File: src/rtl/lsu_mem_ctrl.sv
// RV32I load/store front-end: request checking, byte-mask generation for a
// 1-cycle synchronous data memory, load extension and a valid/ready response.
module lsu_mem_ctrl #(
    parameter int          DEPTH     = 4096,
    parameter logic [31:0] BASE_ADDR = 32'h0000_2000,
    localparam int         AW        = $clog2(DEPTH)
) (
    input  logic          i_clk,
    input  logic          i_reset,
    input  logic          i_req_valid,
    output logic          o_req_ready,
    input  logic          i_req_we,
    input  logic [2:0]    i_req_funct3,
    input  logic [31:0]   i_req_addr,
    input  logic [31:0]   i_req_wdata,
    output logic          o_rsp_valid,
    input  logic          i_rsp_ready,
    output logic [31:0]   o_rsp_rdata,
    output logic          o_rsp_err,
    output logic [AW-1:0] o_mem_addr,
    output logic [3:0]    o_mem_bmask,
    output logic [31:0]   o_mem_wdata,
    output logic          o_mem_wren,
    input  logic [31:0]   i_mem_rdata
);

    typedef enum logic [1:0] {
        ST_IDLE    = 2'd0,
        ST_RD_WAIT = 2'd1,
        ST_RSP     = 2'd2
    } state_t;

    // 33-bit bounds so a base near the top of the address space cannot wrap.
    localparam logic [32:0]   RANGE_LO = {1'b0, BASE_ADDR};
    localparam logic [32:0]   RANGE_HI = {1'b0, BASE_ADDR} + 33'(DEPTH) - 33'd4;
    localparam logic [AW-1:0] BASE_OFF = BASE_ADDR[AW-1:0];

    state_t        state_r;
    state_t        state_nxt_s;
    logic [AW-1:0] addr_r;
    logic [2:0]    funct3_r;
    logic          rsp_valid_r;
    logic          rsp_err_r;
    logic [31:0]   rsp_rdata_r;

    logic          idle_s;
    logic          accept_s;
    logic          in_range_s;
    logic          funct3_ok_s;
    logic          legal_s;
    logic [AW-1:0] req_off_s;
    logic [3:0]    bmask_s;

    function automatic logic funct3_legal(input logic we, input logic [2:0] f3);
        logic ok;
        if (we) begin
            case (f3)
                3'b000, 3'b001, 3'b010: ok = 1'b1;
                default:                ok = 1'b0;
            endcase
        end else begin
            case (f3)
                3'b000, 3'b001, 3'b010, 3'b100, 3'b101: ok = 1'b1;
                default:                                ok = 1'b0;
            endcase
        end
        return ok;
    endfunction

    function automatic logic [31:0] load_extend(input logic [2:0] f3, input logic [31:0] d);
        logic [31:0] r;
        case (f3)
            3'b000:  r = {{24{d[7]}}, d[7:0]};
            3'b001:  r = {{16{d[15]}}, d[15:0]};
            3'b010:  r = d;
            3'b100:  r = {24'h00_0000, d[7:0]};
            3'b101:  r = {16'h0000, d[15:0]};
            default: r = 32'h0000_0000;
        endcase
        return r;
    endfunction

    assign idle_s      = (state_r == ST_IDLE);
    assign accept_s    = i_req_valid & idle_s;
    assign in_range_s  = ({1'b0, i_req_addr} >= RANGE_LO) && ({1'b0, i_req_addr} <= RANGE_HI);
    assign funct3_ok_s = funct3_legal(i_req_we, i_req_funct3);
    assign legal_s     = in_range_s & funct3_ok_s;
    assign req_off_s   = i_req_addr[AW-1:0] - BASE_OFF;

    assign o_req_ready = idle_s;
    assign o_rsp_valid = rsp_valid_r;
    assign o_rsp_rdata = rsp_rdata_r;
    assign o_rsp_err   = rsp_err_r;
    assign o_mem_wdata = i_req_wdata;

    // Byte mask from the access size; the reserved size encoding touches no byte.
    always_comb begin
        bmask_s = 4'b0000;
        case (i_req_funct3[1:0])
            2'b00:   bmask_s = 4'b0001;
            2'b01:   bmask_s = 4'b0011;
            2'b10:   bmask_s = 4'b1111;
            default: bmask_s = 4'b0000;
        endcase
    end

    // Memory port follows the live request while idle, otherwise parks on the latched offset.
    always_comb begin
        o_mem_addr  = addr_r;
        o_mem_bmask = 4'b0000;
        o_mem_wren  = 1'b0;
        if (idle_s) begin
            o_mem_addr  = req_off_s;
            o_mem_bmask = bmask_s;
            o_mem_wren  = accept_s & i_req_we & legal_s;
        end else begin
            o_mem_addr  = addr_r;
            o_mem_bmask = 4'b0000;
            o_mem_wren  = 1'b0;
        end
    end

    // Next-state logic.
    always_comb begin
        state_nxt_s = state_r;
        case (state_r)
            ST_IDLE: begin
                if (accept_s) begin
                    if (legal_s && !i_req_we) begin
                        state_nxt_s = ST_RD_WAIT;
                    end else begin
                        state_nxt_s = ST_RSP;
                    end
                end else begin
                    state_nxt_s = ST_IDLE;
                end
            end
            ST_RD_WAIT: state_nxt_s = ST_RSP;
            ST_RSP: begin
                if (i_rsp_ready) begin
                    state_nxt_s = ST_IDLE;
                end else begin
                    state_nxt_s = ST_RSP;
                end
            end
            default: state_nxt_s = ST_IDLE;
        endcase
    end

    // State register.
    always_ff @(posedge i_clk or negedge i_reset) begin
        if (!i_reset) begin
            state_r <= ST_IDLE;
        end else begin
            state_r <= state_nxt_s;
        end
    end

    // Request latch and response registers; stores and errors answer without a read.
    always_ff @(posedge i_clk or negedge i_reset) begin
        if (!i_reset) begin
            addr_r      <= '0;
            funct3_r    <= 3'b000;
            rsp_valid_r <= 1'b0;
            rsp_err_r   <= 1'b0;
            rsp_rdata_r <= 32'h0000_0000;
        end else begin
            case (state_r)
                ST_IDLE: begin
                    if (accept_s) begin
                        addr_r   <= req_off_s;
                        funct3_r <= i_req_funct3;
                        if (legal_s && !i_req_we) begin
                            rsp_valid_r <= 1'b0;
                        end else begin
                            rsp_valid_r <= 1'b1;
                            rsp_err_r   <= ~legal_s;
                            rsp_rdata_r <= 32'h0000_0000;
                        end
                    end
                end
                ST_RD_WAIT: begin
                    rsp_rdata_r <= load_extend(funct3_r, i_mem_rdata);
                    rsp_err_r   <= 1'b0;
                    rsp_valid_r <= 1'b1;
                end
                ST_RSP: begin
                    if (i_rsp_ready) begin
                        rsp_valid_r <= 1'b0;
                    end
                end
                default: rsp_valid_r <= 1'b0;
            endcase
        end
    end

endmodule

File: config.mk
export PLATFORM = sky130hd
export DESIGN_NAME = lsu_mem_ctrl
export DESIGN_NICKNAME = d
export VERILOG_FILES = /design/src/rtl/lsu_mem_ctrl.sv
export SDC_FILE = /design/constraint.sdc
export NUM_CORES = 1
export LEC_CHECK = 0
export ABC_CLOCK_PERIOD_IN_PS = 3500
export BUFFER_PORTS_ARGS = -buffer_cell sky130_fd_sc_hd__buf_2
export CAP_MARGIN = 20
export CORE_ASPECT_RATIO = 0.9
export CORE_MARGIN = 2
export CORE_UTILIZATION = 45
export DETAILED_ROUTE_END_ITERATION = 12
export PLACE_DENSITY_LB_ADDON = 0.2
export RECOVER_POWER = 50
export SYNTH_ARGS = -nofsm -noshare
export SYNTH_HDL_FRONTEND = slang
export SYNTH_SLANG_ARGS = --single-unit
File: constraint.sdc
create_clock -name i_clk -period 3.5 [get_ports i_clk]
set_input_delay 0.175 -clock i_clk [delete_from_list [all_inputs] [get_ports i_clk]]
set_output_delay 0.175 -clock i_clk [all_outputs]
set_load 0.02 [all_outputs]
# Word level (Yosys, flattened, before mapping)
# Cells that the tools add are included.
totals:
  register_bits: 51
  latchBits: 0
  ramBits: 0
  mem_bits_ro: 0
  in_bits: 104
  output_inout_bits: 84
  memories: 0
classes:
  add_sub_neg: 0
  n_mul: 0
  div: 0
  magnitude_cmp: 2
  eq_ne: 15
  shifts: 0
  muxes: 22
  bitwise: 5
  n_reduce_logical: 13
op_table:
  columns: ["cell", "n"]
  rows:
  - ["one-hot mux 32 bit (5 select lines)", 1]
  - ["2-to-1 mux 32 bit", 2]
  - ["one-hot mux 32 bit (2 select lines)", 1]
  - ["greater-or-equal comparator 32 x 14 -> 1 bit (second input constant)", 1]
  - ["less-or-equal comparator 32 x 14 -> 1 bit (second input constant)", 1]
  - ["== test 3 bit (second input constant)", 4]
  - ["2-to-1 mux 12 bit", 1]
  - ["one-hot mux 4 bit (3 select lines)", 1]
  - ["2-to-1 mux 1 bit", 9]
  - ["== test 3 x 1 -> 1 bit (second input constant)", 2]
  - ["== test 3 x 2 -> 1 bit (second input constant)", 2]
  - ["zero test 3 bit", 2]
  - ["2-to-1 mux 2 bit", 3]
  - ["one-hot mux 2 bit (3 select lines)", 1]
  - ["OR reduction 5 bit", 1]
  - ["bitwise AND 1 bit", 4]
  - ["== test 2 x 1 -> 1 bit (second input constant)", 2]
  - ["== test 2 bit (second input constant)", 2]
  - ["zero test 2 bit", 2]
  - ["2-to-1 mux 4 bit", 1]
  - ["inequality test 2 bit (second input constant)", 2]
  - ["AND reduction 2 bit", 2]
  - ["one-hot mux 1 bit (3 select lines)", 1]
  - ["AND reduction 3 bit", 1]
  - ["7 further kinds", 8]

# Longest topological paths before layout
# Gate-level depths: netlist of the first run.
depth:
  ltp_word: 9
  depth_mapped: 7

# Least setup slack after synthesis of the first run
# No wires, ideal clock.
synth_path:
  path_kind: "register -> output"
  startpoint: "reg state_r[1]"
  endpoint: "out o_mem_bmask[3]"
  arrival_time_ns: 1.816
  slack_ns: 1.509
  path_stages_with_launch: 6
  cell_sequence: "dfrtp_1 clkbuf_1 nor2_1 clkbuf_1 and2_1 buf_4"
synth_between:
  elab_chain_cells: 2
synth_lines:
  columns: ["item", "line_no", "rtl"]
  rows:
  - ["from (decl)", "38", "state_t state_r;"]
  - ["from (signal assigned)", "155", "state_r <= state_nxt_s;"]
  - ["zero test 2 bit", "83", "assign idle_s = (state_r == ST_IDLE);"]
  - ["named net o_req_ready", "11", "output logic o_req_ready,"]
  - ["2-to-1 mux 4 bit", "112", "if (idle_s) begin"]
  - ["to (decl)", "21", "output logic [3:0] o_mem_bmask,"]
# The timed path passes the listed nets, and every way through them passes these cells.

# Worst setup path after layout of the first run
layout_path:
  startpoint: "reg state_r[1]"
  endpoint: "out o_mem_wren"
layout_between:
  elab_chain_cells: 5
layout_lines:
  columns: ["item", "line_no", "rtl"]
  rows:
  - ["zero test 2 bit *", "83", null]
  - ["bitwise AND 1 bit", "84", "assign accept_s = i_req_valid & idle_s;"]
  - ["bitwise AND 1 bit (2 in a row)", "115", "o_mem_wren = accept_s & i_req_we & legal_s;"]
  - ["2-to-1 mux 1 bit *", "112", null]
  - ["to (decl)", "23", "output logic o_mem_wren,"]
# Mark *: on every way between the ends. The rest lies on a longest branch, timed or not.

==> results of run 1 <==
==> worst max-delay path by stage <==
stage | from | to | cells past startpoint
6_report | state_r[1]$_DFF_PN0_ | o_mem_wren | 5
5_1_grt | state_r[1]$_DFF_PN0_ | o_mem_wren | 5
4_1_cts | state_r[0]$_DFF_PN0_ | o_mem_wren | 5
3_5_place_dp | i_req_addr[25] | o_rsp_rdata[5]$_DFFE_PN0P_ | 6
3_3_place_gp | i_req_addr[25] | o_rsp_rdata[6]$_DFFE_PN0P_ | 6
2_1_floorplan | state_r[1]$_DFF_PN0_ | o_mem_bmask[3] | 5
==> registers in the layout, indices dropped and copies added, names as in the netlist <==
register / flops
o_rsp_rdata: 32
addr_r: 12
funct3_r: 3
state_r: 2
o_rsp_err: 1
o_rsp_valid: 1
==> power breakdown <==
group / internal [uW] / switching [uW]
sequential: 634 / 42.2
clock: 232 / 200
combinational: 201 / 225
==> per-stage QoR <==
| step | power (uW) | instance area (um^2) |
|---|---|---|
| after floorplan | 1020 | 3270 |
| after global placement | 1100 | 3700 |
| after detailed placement | 1110 | 3700 |
| after CTS | 1540 | 3830 |
| after global routing | 1630 | 3800 |
| final | 1530 | 3800 |
==> kinds of logic after synthesis <==
group	after synthesis	synth area share, %
flops	51	39.0
compound gates	101	26.0
buf+inv	88	14.7
fa+ha+maj	5	1.91
simple gates	33	6.04
mux	37	12.4
==> synthesized netlist by cell type <==
cell type	instances	area, um^2
or4b_2	1	10.0
o2111ai_4	1	26.3
nor2b_1	2	12.5
nand2b_1	2	12.5
nor3_1	2	10.0
inv_1	34	128
o2bb2ai_1	8	70.1
and4_1	2	17.5
nor3b_1	1	7.51
nand4_1	2	12.5
a21oi_1	2	10.0
o2111a_1	1	11.3
o21a_1	1	7.51
nor4_1	2	12.5
and4b_1	1	10.0
o21ai_2	30	263
o21bai_1	1	7.51
a2111oi_4	1	27.5
mux2_2	28	315
and2_1	3	18.8
or4_1	2	15.0
buf_2	2	10.0
o21ai_0	5	25.0
buf_4	33	248
a31oi_1	1	6.26
a22o_1	16	140
a211oi_1	1	7.51
nor2_1	6	22.5
mux2i_1	9	90.1
a22oi_1	33	248
or2_2	1	6.26
ha_1	5	62.6
buf_6	3	33.8
buf_1	2	7.51
or4_4	1	11.3
nand2_1	5	18.8
clkbuf_1	14	52.6
dfrtp_1	51	1280
==> area by class of cell <==
type | instances | area [um^2] | share of cell area (%)
clock inverter | 2 | 35.0 | 0.922
clock buffer | 6 | 82.6 | 2.17
multi-input combinational | 176 | 1530 | 40.2
timing repair buffer | 131 | 636 | 16.7
inverter | 34 | 128 | 3.36
sequential | 51 | 1280 | 33.6
tap | 93 | 116 | 3.06
==> layer usage <==
| metal | routed length [um] | part of all wire [%] |
|---|---|---|
| met5 | 0 | 0 |
| met4 | 85 | 1.1 |
| met3 | 582 | 7.4 |
| met2 | 3800 | 48 |
| met1 | 3390 | 43 |
==> worst max-delay path, cell delays in order, from the launching register on <==
cell     delay (ns)
dfrtp_1        0.48
nor2_1         0.13
buf_4          0.24
and2_1         0.66
and4_1         0.29
buf_2          0.17
==> cell usage in the layout (no fill, tap or decap), drive strengths merged <==
cell type / n
buf: 94
dfrtp: 51
clkbuf: 42
o21ai: 35
inv: 34
a22oi: 33
mux2: 28
a22o: 16
mux2i: 9
o2bb2ai: 8
nor2: 6
nand2: 5
ha: 5
and2: 3
or4: 3
nand2b: 2
nor3: 2
nand4: 2
nor4: 2
and4: 2
nor2b: 2
a21oi: 2
a2111oi: 1
or4b: 1
a211oi: 1
o21a: 1
and4b: 1
o21bai: 1
o2111a: 1
a31oi: 1
o2111ai: 1
or2: 1
nor3b: 1
bufinv: 1
clkinv: 1
dlygate4sd3: 1
==> what timing repair did <==
| item | CTS | global route |
|---|---|---|
| hold endpoints to repair | 15 | 0 |
| hold buffers | 1 | 0 |
| endpoints found under the setup margin | 0 | 0 |
==> flow_summary.yaml, run 1 <==
clock_network:
  cts_tree: "yes"
  path_clk_slew_ns: 0.10
  cts_buffers: 5
  cts_root_buf: "clkbuf_8"
  cts_setup_buffers: 0
  cts_sinks: 51
  cts_max_path_buffers: 2
  ctsResizeCount: 0
  clock_latency_ns: 0.30
  htreeDepth: 2
timing:
  final.min_clock_period_ns: 2.45
  skew_ns: 0.00756
  rsz0062_at_grt: "no"
  finalWorstSetupSlack_ns: 1.05
  drv_slew: 0
  hold_violations: 0
  worstMarginPinSlew_ns: 0.939
  slew_headroom_pct: 37.4
  timing.final.crit_share_pct: 70.0
  whs_ns: 0.0921
  setup_tns_ns: 0
  max_freq_ghz: 0.408
  finalSetupViolations: 0
global_routing:
  antenna_found_initial: 0
  grtUsageMet1_pct: 27.3
  grt_pass1_vias: 2701
  grt_max_degree: 37
  globalRouteMet3Util_pct: 4.80
  grt_pass1_wl_mm: 13.2
  grt-ovfl-total: 0
  grtUsageMet2_pct: 33.8
  grt_usage_pct: 20.5
  grt-busiest-layer: "met2"
finish:
  fin_cells: 493
  syn_to_final_growth_pct: 16.2
  final_core_util_pct: 54.0
  nFillCells: 686
  drive_above_1_share_pct: 42.3
  final_nets: 508
  antenna_cells: 0
placement:
  gp_congestion: 0.755
  hpwl_mm: 5.66
  io_buffers: 123
  placed_cells: 482
  post-place-ws_ns: 1.03
hold_path:
  min_from: "i_mem_rdata[6]"
  min_to: "o_rsp_rdata[6]$_DFFE_PN0P_"
  worst_hold_path_type: "in -> reg"
  whs_path_depth: 3
critical_path:
  reg2reg_to: "o_rsp_rdata[29]$_DFFE_PN0P_"
  r2r-start: "funct3_r[0]$_DFFE_PN0P_"
  startpoint_type: "register"
  r2r.worst_path.cells: 5
  crit_fanout: 18
  crit_required_ns: 3.32
  crit_type: "reg -> out"
  crit_path_end_kind: "output port"
  regToRegSetupSlack_ns: 1.36
  arrival_ns: 2.28
job:
  cap_violations: 0
die:
  coreArea_um2: 7040
  dieArea_um2: 7970
  row_count: 29
  ioPinCount: 188
  die_y_um: 84.9
  initial_utilization_pct: 46.5
  die_x_um: 93.9
power:
  p_leak_uw: 0.00164
  ir_worst_vdd_uv: 220
  power_density_nw_per_um2: 403
routing:
  drtAntennaViolNets: 0
  firstDrtPassIters: 4
  first_iter_violations: 60
  viasPerCell: 5.44
  drc_errors: 0
  routedWlPerCell_um: 15.9
  routed_wl_mm: 7.86
  vias: 2681
synth:
  syn_avg_cell_area_um2: 10.4
  yosys_warnings: 0
  synth_nets: 424
  synth_cell_types: 38
  synth_seq_cells: 51
  ys_seq_area_share_pct: 39.0
  netlist_instances: 315
  synth_area_um2: 3270
outcome:
  status: "finished, final reports clean"
(Power assumes the default switching activity.)
==> run 2, diff against run 1 <==
--- a/config.mk
+++ b/config.mk
@@ -5,7 +5,8 @@
 export SDC_FILE = /design/constraint.sdc
 export NUM_CORES = 1
 export LEC_CHECK = 0
-export ABC_CLOCK_PERIOD_IN_PS = 3500
+export ABC_AREA = 1
+export ABC_CLOCK_PERIOD_IN_PS = 2400
 export BUFFER_PORTS_ARGS = -buffer_cell sky130_fd_sc_hd__buf_2
 export CAP_MARGIN = 20
 export CORE_ASPECT_RATIO = 0.9
==> constraint.sdc (replaced) <==
create_clock -name i_clk -period 2.4 [get_ports i_clk]
set_input_delay 0.12 -clock i_clk [delete_from_list [all_inputs] [get_ports i_clk]]
set_output_delay 0.12 -clock i_clk [all_outputs]
set_load 0.02 [all_outputs]
==> flow_summary.yaml, run 2 <==
clock_network:
  clock_latency_ns: 0.30
  cts_root_buf: "clkbuf_8"
  path_clk_slew_ns: 0.10
  cts_setup_buffers: 0
  cts_buffers: 5
  cts_tree: "yes"
  cts_max_path_buffers: 2
  htreeDepth: 2
  cts_sinks: 51
die:
  row_count: 30
  die_x_um: 95.5
  dieArea_um2: 8240
  initial_utilization_pct: 45.6
  ioPinCount: 188
  die_y_um: 86.3
  coreArea_um2: 7430
finish:
  final_common_cell: "nand2_1"
  syn_to_final_growth_pct: 12.7
  largest_reg_flops: 32
  stdcell_area_um2: 3820
  drive_above_1_share_pct: 27.7
  antenna_cells: 0
  layout_common_cells: "nand2_1 (170), buf_2 (88), dfrtp_1 (51)"
  final_core_util_pct: 51.4
  final_nets: 647
global_routing:
  grt_pass1_wl_mm: 12.5
  antenna_found_initial: 0
  grt_pass1_vias: 2755
  grt-ovfl-total: 0
  grt_usage_pct: 19.0
  grt_max_degree: 38
synth:
  synth_nets: 561
  yosys_warnings: 0
  yosys.area_share.xor_xnor_pct: 0
  synth_edf_count: 0
  synth_compound_area_share_pct: 6.24
  synth_most_common_cell: "nand2_1"
  muxShareOfSynthArea_pct: 0
  synth_fa_ha_area_share_pct: 1.85
  async_flop_share_pct: 100
  synth_cell_types: 26
  yosys.area.top_type: "dfrtp_1"
  ys_seq_area_share_pct: 37.7
  synth_top_area_share_pct: 37.7
  netlist_instances: 452
  syn_avg_cell_area_um2: 7.50
  synth_area_um2: 3390
  synth_seq_cells: 51
  synthTopCellsByCount: "nand2_1 (170), dfrtp_1 (51), inv_1 (40)"
  synth_top_family_by_area: "simple AND/OR/NAND/NOR gates"
  synth_area_leaders: "dfrtp_1 (38%), nand2_1 (19%), nand3_2 (8.9%)"
  ys.flop_type: "dfrtp_1"
  synth-simple-area-share_pct: 37.5
job:
  cap_violations: 0
timing:
  slew_headroom_pct: 1.67
  timing.final.crit_share_pct: 77.3
  skew_ns: 0.0160
  drv_slew: 0
  finalSetupViolations: 0
  setup_tns_ns: 0
  hold_violations: 0
  max_freq_ghz: 0.539
  worstMarginPinSlew_ns: 1.47
  finalWorstSetupSlack_ns: 0.545
  rsz0062_at_grt: "no"
  final.min_clock_period_ns: 1.85
critical_path:
  critical_path.cell_chain: "nor2_1 -> inv_2 -> o21ai_0 -> buf_2"
  arrival_ns: 1.73
  crit_buf_inv: 2
  crit_type: "reg -> out"
  startpoint_type: "register"
  crit_fanout: 28
  crit_path_end_kind: "output port"
  crit_required_ns: 2.28
  slowest_delay_ns: 0.43
  cp_top_family: "buffers and inverters"
  cp_slowest_cell: "dfrtp_1"
routing:
  routed_wl_mm: 7.86
  routedWlPerCell_um: 12.4
  drtAntennaViolNets: 0
  vias: 2983
  drc_errors: 0
  viasPerCell: 4.71
  first_iter_violations: 120
  firstDrtPassIters: 4
placement:
  dpl_cell_area_um2: 3770
  gp_congestion: 0.866
  hpwl_mm: 5.82
  post-place-ws_ns: 0.756
  io_buffers: 123
power:
  ir_worst_vdd_uv: 329
  p_total_uw: 2030
  p_leak_uw: 0.00214
  power_density_nw_per_um2: 530
outcome:
  status: "finished, final reports clean"
hold_path:
  worst_hold_path_type: "in -> reg"
run 2: cell count changes after synthesis, moves of 8 or more:
cell / change
a22o_1: -16
a22oi_1: -33
mux2_2: -28
mux2i_1: -9
nand2_1: +165
nand3_1: +13
nand3_2: +30
nor2_1: +25
o21ai_0: +24
o21ai_1: +8
o21ai_2: -30
o2bb2ai_1: -8
run 2: area by class of cell:
| type | instances | area [um^2] |
|---|---|---|
| Inverter | 48 | 183 |
| Clock inverter | 2 | 13.8 |
| Tap cell | 96 | 120 |
| Multi-Input combinational cell | 304 | 1550 |
| Fill cell | 783 | 3610 |
| Clock buffer | 5 | 68.8 |
| Timing Repair Buffer | 128 | 612 |
| Sequential cell | 51 | 1280 |
run 2: through the flow:
stage | cells | hold WS, ns
after CTS | 634 | 0.00831
final | 634 | 0.0145
after floorplan | 452 | -0.176
after global placement | 626 | 0.155
after global routing | 634 | 0.00501
after detailed placement | 626 | 0.165
run 2: worst min-delay path: cells and delay by family:
kind	cells	cell delay, ns
and+or+nand+nor	2	0.09
buffers and inverters	1	0.08
run 2: path summary, 6_finish.rpt:
| path | startpoint | end | slack (ns) | depth (start not counted) |
|---|---|---|---|---|
| setup / recovery | state_r[1]$_DFF_PN0_ | o_mem_addr[1] | 0.55 | 4 |
| hold reg to reg | addr_r[5]$_DFFE_PN0P_ | addr_r[5]$_DFFE_PN0P_ | 0.49 | 2 |
| max in group asynchronous | i_reset | o_rsp_rdata[26]$_DFFE_PN0P_ | 0.60 | 3 |
| hold / removal | i_mem_rdata[0] | o_rsp_rdata[0]$_DFFE_PN0P_ | 0.01 | 3 |
| min in group asynchronous | i_reset | o_rsp_rdata[3]$_DFFE_PN0P_ | 0.69 | 2 |
| setup reg to reg | state_r[1]$_DFF_PN0_ | o_rsp_rdata[6]$_DFFE_PN0P_ | 0.86 | 5 |
run 2: per-layer routing:
layer  GRT usage [%]  vias up  part of all wire (%)  wire length, um
li1                -     1531                     -                -
met1            23.6     1346                    43             3390
met2            32.8       92                    49             3830
met3            5.13       14                   7.0              549
met4            4.94        0                   1.2               93
met5               0        -                     0                0
run 2: cell families after synthesis:
| kind of cell | after synthesis |
|---|---|
| buf+inv | 97 |
| fa+ha+maj | 5 |
| compound gates | 39 |
| flops | 51 |
| simple gates | 260 |
run 2: power by group:
group / switching, uW / internal, uW / total (uW)
clock network: 285 / 200 / 486
registers: 46.3 / 920 / 966
logic: 379 / 195 / 574
total: 711 / 1310 / 2030
run 2: what timing repair did:
item                                   CTS  global route
gates resized for setup                  0             0
hold buffers                             1             0
endpoints found under the hold margin   24             0
==> run 3, diff against run 2 <==
--- a/config.mk
+++ b/config.mk
@@ -6,7 +6,7 @@
 export NUM_CORES = 1
 export LEC_CHECK = 0
 export ABC_AREA = 1
-export ABC_CLOCK_PERIOD_IN_PS = 2400
+export ABC_CLOCK_PERIOD_IN_PS = 1850
 export BUFFER_PORTS_ARGS = -buffer_cell sky130_fd_sc_hd__buf_2
 export CAP_MARGIN = 20
 export CORE_ASPECT_RATIO = 0.9
==> constraint.sdc (replaced) <==
create_clock -name i_clk -period 1.85 [get_ports i_clk]
set_input_delay 0.0925 -clock i_clk [delete_from_list [all_inputs] [get_ports i_clk]]
set_output_delay 0.0925 -clock i_clk [all_outputs]
set_load 0.02 [all_outputs]
==> flow_summary.yaml, run 3 (synthesis gave the netlist of run 2 again) <==
die:
  ioPinCount: 188
  die_x_um: 95.5
  die_y_um: 86.3
  initial_utilization_pct: 45.6
  dieArea_um2: 8240
  coreArea_um2: 7430
  row_count: 30
placement:
  io_buffers: 123
  hpwl_mm: 6.08
  gp_congestion: 0.864
  dpl_cell_area_um2: 3810
finish:
  stdcell_area_um2: 3950
  final_common_cell: "nand2_1"
  final_nets: 657
  layout_common_cells: "nand2_1 (170), buf_2 (103), dfrtp_1 (51)"
  drive_above_1_share_pct: 30.8
  nFillCells: 746
  antenna_cells: 0
  largest_reg_flops: 32
  syn_to_final_growth_pct: 16.5
power:
  p_total_uw: 2660
  ir_worst_vdd_uv: 479
  p_leak_uw: 0.00225
  power_density_nw_per_um2: 674
timing:
  skew_ns: 0.0128
  max_freq_ghz: 0.570
  final.min_clock_period_ns: 1.75
  timing.final.crit_share_pct: 94.8
  drv_slew: 0
  rsz0062_at_grt: "yes"
  worstMarginPinSlew_ns: 1.02
  finalSetupViolations: 0
  hold_violations: 0
  slew_headroom_pct: 31.9
critical_path:
  arrival_ns: 1.66
  crit_path_end_kind: "output port"
  startpoint_type: "register"
  crit_type: "reg -> out"
  crit_required_ns: 1.76
  crit_fanout: 9
clock_network:
  cts_sinks: 51
  cts_buffers: 5
  cts_max_path_buffers: 2
  clock_latency_ns: 0.31
  cts_tree: "yes"
  path_clk_slew_ns: 0.10
  cts_root_buf: "clkbuf_8"
  htreeDepth: 2
global_routing:
  antenna_found_initial: 0
  grt_max_degree: 41
  grt-ovfl-total: 0
  grt_usage_pct: 19.8
  grt_pass1_vias: 2851
  grt_pass1_wl_mm: 13.1
hold_path:
  worst_hold_path_type: "in -> reg"
outcome:
  status: "finished, final reports clean"
routing:
  viasPerCell: 4.73
  drtAntennaViolNets: 0
  drc_errors: 0
  first_iter_violations: 159
  vias: 3046
  firstDrtPassIters: 4
  routed_wl_mm: 8.11
  routedWlPerCell_um: 12.6
job:
  cap_violations: 0
## run 3: cell types whose count changed in the layout (fill, tap and decap cells not counted)
cell           delta
buf_2            +15
clkbuf_1         -15
dlygate4sd3_1     +7
buf_12            +1
buf_4             +1
clkbuf_2          +1
nor2_1            -1
nor2_2            +1
nor3_1            -1
nor3_2            +1
## run 3: area by class of cell
| cell class | count | area [um^2] | share of cell area, % |
|---|---|---|---|
| Clock inverter | 2 | 13.8 | 0.349 |
| Clock buffer | 5 | 68.8 | 1.74 |
| Sequential cell | 51 | 1280 | 32.3 |
| Tap cell | 96 | 120 | 3.04 |
| Inverter | 48 | 183 | 4.63 |
| Timing Repair Buffer | 138 | 733 | 18.6 |
| Multi-Input combinational cell | 304 | 1550 | 39.3 |
## run 3: path summary, 6_finish.rpt
check | from | end | slack (ns) | cells after the start
setup / recovery | state_r[1]$_DFF_PN0_ | o_mem_wren | 0.1 | 4
hold / removal | i_req_funct3[2] | funct3_r[2]$_DFFE_PN0P_ | 0.05 | 3
setup reg to reg | state_r[1]$_DFF_PN0_ | addr_r[6]$_DFFE_PN0P_ | 0.39 | 5
hold reg to reg | addr_r[10]$_DFFE_PN0P_ | addr_r[10]$_DFFE_PN0P_ | 0.49 | 2
max in group asynchronous | i_reset | addr_r[4]$_DFFE_PN0P_ | 0.51 | 4
min in group asynchronous | i_reset | o_rsp_rdata[3]$_DFFE_PN0P_ | 0.56 | 3
## run 3: worst max-delay path, cell delays in order, from the launching register on
cell and delay, ns:
dfrtp_1 0.45, nor2_2 0.23, nand2_1 0.24, nor3_2 0.25, buf_2 0.20
## run 3: power by group
group	leakage, uW	total, uW	switching, uW	internal, uW
combinational	0.00153	760	496	264
sequential	0.000682	1250	61.9	1190
clock	0.0000440	647	387	260
total	0.00225	2660	944	1720
## run 3: through the flow
step                utilization, %  TNS [ns]  cells  setup WS [ns]  hold WS (ns)
floorplan                        -         0    452        0.00465        -0.203
finish                        53.1         0    644         0.0970        0.0546
global route                  53.1  -0.00114    644       -0.00114        0.0590
CTS                           53.5         0    644         0.0238        0.0442
detailed placement            51.3         0    629          0.209         0.185
global placement              51.3         0    629          0.320         0.185
## run 3: what timing repair did
item / in CTS / in global routing
endpoints found under the setup margin: 0 / 16
hold endpoints to repair: 46 / 0
resized for setup: 0 / 1
setup buffers: 0 / 0
hold buffers: 8 / 0
## run 3: routing by layer
metal / vias to the layer above / wire, um / track usage (%) / part of all wire, %
li1: 1555 / - / - / -
met1: 1368 / 3540 / 24.7 / 44
met2: 97 / 3820 / 33.5 / 47
met3: 26 / 570 / 4.87 / 7.0
met4: 0 / 181 / 7.14 / 2.2
met5: - / 0 / 0 / 0
